--- config.mk ---
export PLATFORM = sky130hd
export DESIGN_NAME = m68k_bus_target
export DESIGN_NICKNAME = d
export VERILOG_FILES = /design/src/rtl/m68k_bus_target.sv
export SDC_FILE = /design/constraint.sdc
export NUM_CORES = 1
export LEC_CHECK = 0
export BUFFER_PORTS_ARGS = -buffer_cell sky130_fd_sc_hd__buf_2
export CAP_MARGIN = 20
export CORE_ASPECT_RATIO = 0.9
export CORE_MARGIN = 1.5
export CORE_UTILIZATION = 29
export DETAILED_ROUTE_END_ITERATION = 12
export PLACE_DENSITY_LB_ADDON = 0.3
export REMOVE_ABC_BUFFERS = 1
export SYNTH_ARGS = -nofsm -noshare
export SYNTH_HDL_FRONTEND = slang
export SYNTH_SLANG_ARGS = --single-unit
--- constraint.sdc ---
create_clock -name PI_CLK -period 3.6 [get_ports PI_CLK]
set_clock_uncertainty 0.05 [all_clocks]
set_input_delay 0.9 -clock PI_CLK [delete_from_list [all_inputs] [get_ports PI_CLK]]
set_output_delay 0.9 -clock PI_CLK [all_outputs]
set_load 0.02 [all_outputs]
--- src/rtl/m68k_bus_target.sv ---
// m68k_bus_target: bridges asynchronous 68000 bus cycles to a local req/ack port; define M68K_TARGET_BERR_TIMEOUT_EN to add a BERR timeout
module m68k_bus_target #(
   parameter logic [23:0] BASE_ADDR      = 24'hE90000,
   parameter logic [23:0] ADDR_MASK      = 24'hFF0000,
   parameter logic [7:0]  TIMEOUT_CYCLES = 8'd64
) (
   input  logic        PI_CLK,
   input  logic        SYS_RESET,
   input  logic        M68K_CLK,
   input  logic        M68K_AS_n,
   input  logic        M68K_UDS_n,
   input  logic        M68K_LDS_n,
   input  logic        M68K_RW,
   input  logic [2:0]  M68K_FC,
   input  logic [22:0] M68K_A,
   input  logic [15:0] M68K_D_IN,
   output logic [15:0] M68K_D_OUT,
   output logic        M68K_D_OE,
   output logic        M68K_DTACK_n,
   output logic        M68K_BERR_n,
   output logic        LOC_REQ,
   output logic        LOC_RW,
   output logic [22:0] LOC_ADDR,
   output logic [1:0]  LOC_BE,
   output logic [15:0] LOC_WDATA,
   input  logic        LOC_ACK,
   input  logic        LOC_ERR,
   input  logic [15:0] LOC_RDATA
);
   typedef enum logic [2:0] {IDLE, DECODE, LOCAL, RESPOND, RELEASE} state_t;
   state_t     r_state, w_next;
   logic [2:0] r_clk_s, r_as_s, r_uds_s, r_lds_s;
   logic [1:0] r_fill;
   logic       r_armed, r_err;
   logic       w_rise, w_fall, w_as, w_uds, w_lds, w_start, w_match, w_timeout, w_unused;

   assign w_rise   = r_clk_s[1] & ~r_clk_s[2];
   assign w_fall   = ~r_clk_s[1] & r_clk_s[2];
   assign w_as     = r_as_s[2];
   assign w_uds    = r_uds_s[2];
   assign w_lds    = r_lds_s[2];
   assign w_start  = r_armed & ~w_as & ~(w_uds & w_lds);
   assign w_match  = ((({M68K_A, 1'b0} ^ BASE_ADDR) & ADDR_MASK) == 24'd0) && (M68K_FC != 3'b111);
   assign w_unused = ^{w_rise, TIMEOUT_CYCLES};

`ifdef M68K_TARGET_BERR_TIMEOUT_EN
   logic [7:0] r_tmo;
   assign w_timeout = (r_state == LOCAL) && w_fall && (r_tmo == TIMEOUT_CYCLES - 8'd1);
   // count bus-clock falling edges spent waiting for the local side; zero outside LOCAL
   always_ff @(posedge PI_CLK)
      if (SYS_RESET || r_state != LOCAL) r_tmo <= '0;
      else if (w_fall) r_tmo <= r_tmo + 8'd1;
`else
   assign w_timeout = 1'b0;
`endif

   // synchronizers; r_fill waits until reset-preset ones have flushed so a held AS_n must be seen high before arming
   always_ff @(posedge PI_CLK)
      if (SYS_RESET) begin
         r_clk_s <= '1;
         r_as_s  <= '1;
         r_uds_s <= '1;
         r_lds_s <= '1;
         r_fill  <= '0;
         r_armed <= 1'b0;
      end else begin
         r_clk_s <= {r_clk_s[1:0], M68K_CLK};
         r_as_s  <= {r_as_s[1:0], M68K_AS_n};
         r_uds_s <= {r_uds_s[1:0], M68K_UDS_n};
         r_lds_s <= {r_lds_s[1:0], M68K_LDS_n};
         r_fill  <= r_fill + {1'b0, ~&r_fill};
         r_armed <= r_armed | (&r_fill & w_as);
      end

   // state register
   always_ff @(posedge PI_CLK)
      if (SYS_RESET) r_state <= IDLE;
      else r_state <= w_next;

   // next-state: AS_n negation before a response is a master abort
   always_comb begin
      w_next = r_state;
      case (r_state)
         IDLE:    if (w_start) w_next = DECODE;
         DECODE:  w_next = (!w_as && w_match) ? LOCAL : RELEASE;
         LOCAL:   if (w_as) w_next = RELEASE;
                  else if (LOC_ACK || w_timeout) w_next = RESPOND;
         RESPOND: if (w_as) w_next = RELEASE;
         RELEASE: if (w_as && w_uds && w_lds) w_next = IDLE;
         default: w_next = IDLE;
      endcase
   end

   // local request, capture of the local result and bus responses
   always_ff @(posedge PI_CLK)
      if (SYS_RESET) begin
         M68K_DTACK_n <= 1'b1;
         M68K_BERR_n  <= 1'b1;
         M68K_D_OE    <= 1'b0;
         M68K_D_OUT   <= '0;
         LOC_REQ      <= 1'b0;
         LOC_RW       <= 1'b1;
         LOC_BE       <= '0;
         LOC_ADDR     <= '0;
         LOC_WDATA    <= '0;
         r_err        <= 1'b0;
      end else begin
         LOC_REQ <= (r_state == DECODE) && (w_next == LOCAL);
         if (r_state == DECODE) begin
            LOC_ADDR  <= M68K_A;
            LOC_RW    <= M68K_RW;
            LOC_BE    <= {~w_uds, ~w_lds};
            LOC_WDATA <= M68K_D_IN;
         end
         if (r_state == LOCAL && w_next == RESPOND) begin
            r_err      <= LOC_ACK ? LOC_ERR : 1'b1;
            M68K_D_OUT <= LOC_RDATA;
            if (!LOC_ACK) M68K_BERR_n <= 1'b0;
         end
         if (r_state == RESPOND && w_as) begin
            M68K_DTACK_n <= 1'b1;
            M68K_BERR_n  <= 1'b1;
            M68K_D_OE    <= 1'b0;
         end else if (r_state == RESPOND && w_fall) begin
            if (r_err) M68K_BERR_n <= 1'b0;
            else begin
               M68K_DTACK_n <= 1'b0;
               M68K_D_OE    <= LOC_RW;
            end
         end
      end
endmodule

==> key figures <==
Status
  • Run status: complete, no violations

Global route
  • Number of global-route vias before repair: approximately 2300
  • Total gr overflow: 0
  • Initial antenna violation count: 0
  • First-pass GRT wire length: around 11000 um
  • Total track usage: between 10% and 20%
  • Largest net degree at the start of global routing: just under 50

Detailed routing
  • Detailed-route via count: about 2500
  • Detailed Routing Iterations Pass 1: 4
  • Iter 0 DRT Violations: ~140
  • DRC errors left: 0
  • Drt total wl: around 7000 um
  • Wirelength per Cell: about 13 um
  • Post-route antenna net violation count: 0
  • Vias per cell: between 4 and 5

Place
  • Port Buf Inserts: roughly 130
  • Placed cell count: 528
  • Hpwl dp: around 4600 um
  • RD Place Congestion: a little under 0.7

Cells and area
  • Layout cells sized above 1: between 30% and 40%
  • Area Overhead vs Synth: 32.3%
  • Fin cells: between 500 and 600
  • Final nets: 480
  • Number of diodes: 0

Die
  • Die width: 109 um
  • Ports: 129
  • Site Rows: 34
  • Initial Util: 30.2%
  • Die height: slightly below 100 um
  • Core ar.: 9780 um^2
  • Die area: about 11000 um^2

Min path
  • Min-Delay Path Class: reg -> reg

Setup path
  • Critical path class: reg -> reg
  • Worst path required time: 3750 ps
  • Setup crit start kind: flip-flop
  • Crit. End Element: flip-flop
  • CP arrival: about 2100 ps
  • Critical path peak fanout: 48

Power and ir drop
  • Worst VDD drop: 0.164 mV
  • Clock power frac: between 40% and 50%
  • Cell Int Power: roughly 1.4 mW
  • Pleak: 1.65 nW
  • Pwr/cell area: 456 nW/um^2
  • Net Sw Frac: a little over a fifth
  • Reg power frac: between 50% and 60%
  • Switch Pwr: 0.384 mW
  • Total power draw: about 1.8 mW
  • Logic pwr share: approximately 3.9%

Clock tree
  • # H-tree levels: 3
  • Maximum clock path buffer count: 2
  • Post-CTS Resized: 0
  • Clock Tree Root: clkbuf_16
  • Hold_buf cts: 0
  • Setup bufs post-CTS: 0
  • Clock sink total: 81
  • Clock latency on the worst-skew pair: between 300 and 400 ps
  • Clock-pin slew on the worst setup and hold paths: roughly 60 ps
  • CTS tree: done
  • Total CTS buffers: 9

Synthesis
  • Mux share of post-synthesis cell area: a little over an eighth
  • Post-Synth Simple-Gate Area: 16.5%
  • Number of synthesized flops with an enable pin: 0
  • Library cells used by synthesis: 38
  • Synth Area per Inst: about 10 um^2
  • Synth Area in XOR/XNOR: 0%
  • Largest family of logic cells by synthesized area: simple AND/OR/NAND/NOR gates
  • Synthesis Warnings: 0
  • Synth Area in Compound Gates: 10.5%
  • Seq cells post-synth: approximately 80
  • Post-Synth Adder-Cell Area: 0%
  • Post-synth top flop: dfxtp_1
  • Async set or reset register ratio after synthesis: 0%
  • Seq/Total Area, Yosys: 54.9%
  • Cells after Synth: between 200 and 300
  • Mapped Area: between 2000 and 3000 um^2

STA
  • Tmin final: slightly below 2000 ps
  • Final Setup Violations: 0
  • Slew Viols, Final: 0
  • Slew at the pin with the worst max-slew slack: approximately 940 ps
  • RSZ-0062 raised after global routing: false
  • Slew headroom: 36.9%
  • Tcrit/Tclk final: a little over half
  • Setup TNS: 0 ps
  • Max Fclk: between 500 and 600 MHz
  • Hold Vio Cnt, Final: 0

Job
  • Max-cap violations: 0
final timing paths:
path	startpoint	to	slack (ps)	cells after the start
max	r_state[0]	LOC_ADDR[20]	1670	4
max reg2reg	r_state[0]	LOC_ADDR[20]	1670	4
min	r_lds_s[0]	r_lds_s[1]	360	1
min reg2reg	r_lds_s[0]	r_lds_s[1]	360	1
logic make-up after synthesis:
kind of cell,after synthesis
AND/OR/NAND/NOR,94
buffers and inverters,28
AO/OA/AOI/OAI,53
flip-flops,81
multiplexers,39
power groups by stage:
stage	Clock [mW]	Sequential [mW]	Combinational [mW]
floorplan	0	0.928	0.0150
global placement	0	0.928	0.0692
detailed placement	0	0.928	0.0707
CTS	0.838	0.908	0.0708
global route	0.878	0.909	0.0780
finish	0.803	0.908	0.0697
synth_stat cells (all sizes together), types with 2 or more instances:
master,n,area share [%]
nor3b,2,0.68
clkbuf,10,1.3
buf,13,3.0
dfxtp,81,55
o21ai,18,3.2
nand2b,3,0.64
o31ai,3,0.76
or2,12,2.5
inv,5,0.64
mux2i,39,13
a21oi,20,3.4
nand3,18,3.0
nand3b,2,0.51
a211oi,4,1.0
nor2,45,5.7
nor4b,2,1.1
nor3,2,0.51
nand2,4,0.51
cell type report:
class	count	area (um^2)
fillers	999	5870
flip-flops and latches	81	1620
multi-input cells	186	1190
repair buffers	130	656
clock buffers	9	225
well taps	126	158
clock inverters	6	36.3
inverters	5	18.8
sequential cells by signal, summed over array words and instances (netlist names):
name,cells
LOC_REQ,1
r_fill,2
M68K_D_OE,1
M68K_BERR_n,1
r_err,1
LOC_WDATA,16
r_lds_s,3
LOC_RW,1
r_armed,1
r_clk_s,3
r_uds_s,3
LOC_ADDR,23
r_as_s,3
M68K_DTACK_n,1
M68K_D_OUT,16
r_state,3
LOC_BE,2
worst max-delay path: stages, from the launching register on:
cell and delay, ps:
dfxtp_1 560, nor3b_4 240, buf_4 610, mux2i_1 270
nor2_1 50
metrics by stage:
step	util (%)	setup WS (ps)	area [um^2]	hold slack, ps
floorplan	-	108	2830	339
global placement	37.3	1420	3650	344
detailed placement	37.3	1390	3650	343
CTS	40.0	1650	3910	357
global route	40.0	1490	3910	363
finish	40.0	1670	3910	356
metal layers:
metal	routed length [um]	GRT usage [%]
met1	3060	16.0
met2	2990	19.4
met3	660	4.76
met4	94	5.39
met5	0	0
cells in the final DEF (no fill, tap or decap), types with 2 or more instances in the layout:
cell type and n:
a211oi_1 4, a21oi_1 20, buf_2 128, buf_4 2, clkbuf_16 9, clkinv_2 4
dfxtp_1 81, inv_1 5, mux2i_1 39, nand2_1 4, nand2b_1 3, nand3_1 18
nand3b_1 2, nor2_1 45, o21ai_0 9, o21ai_1 8, o31ai_1 3, or2_2 12
No activity file was read; power rests on OpenSTA's default activity.
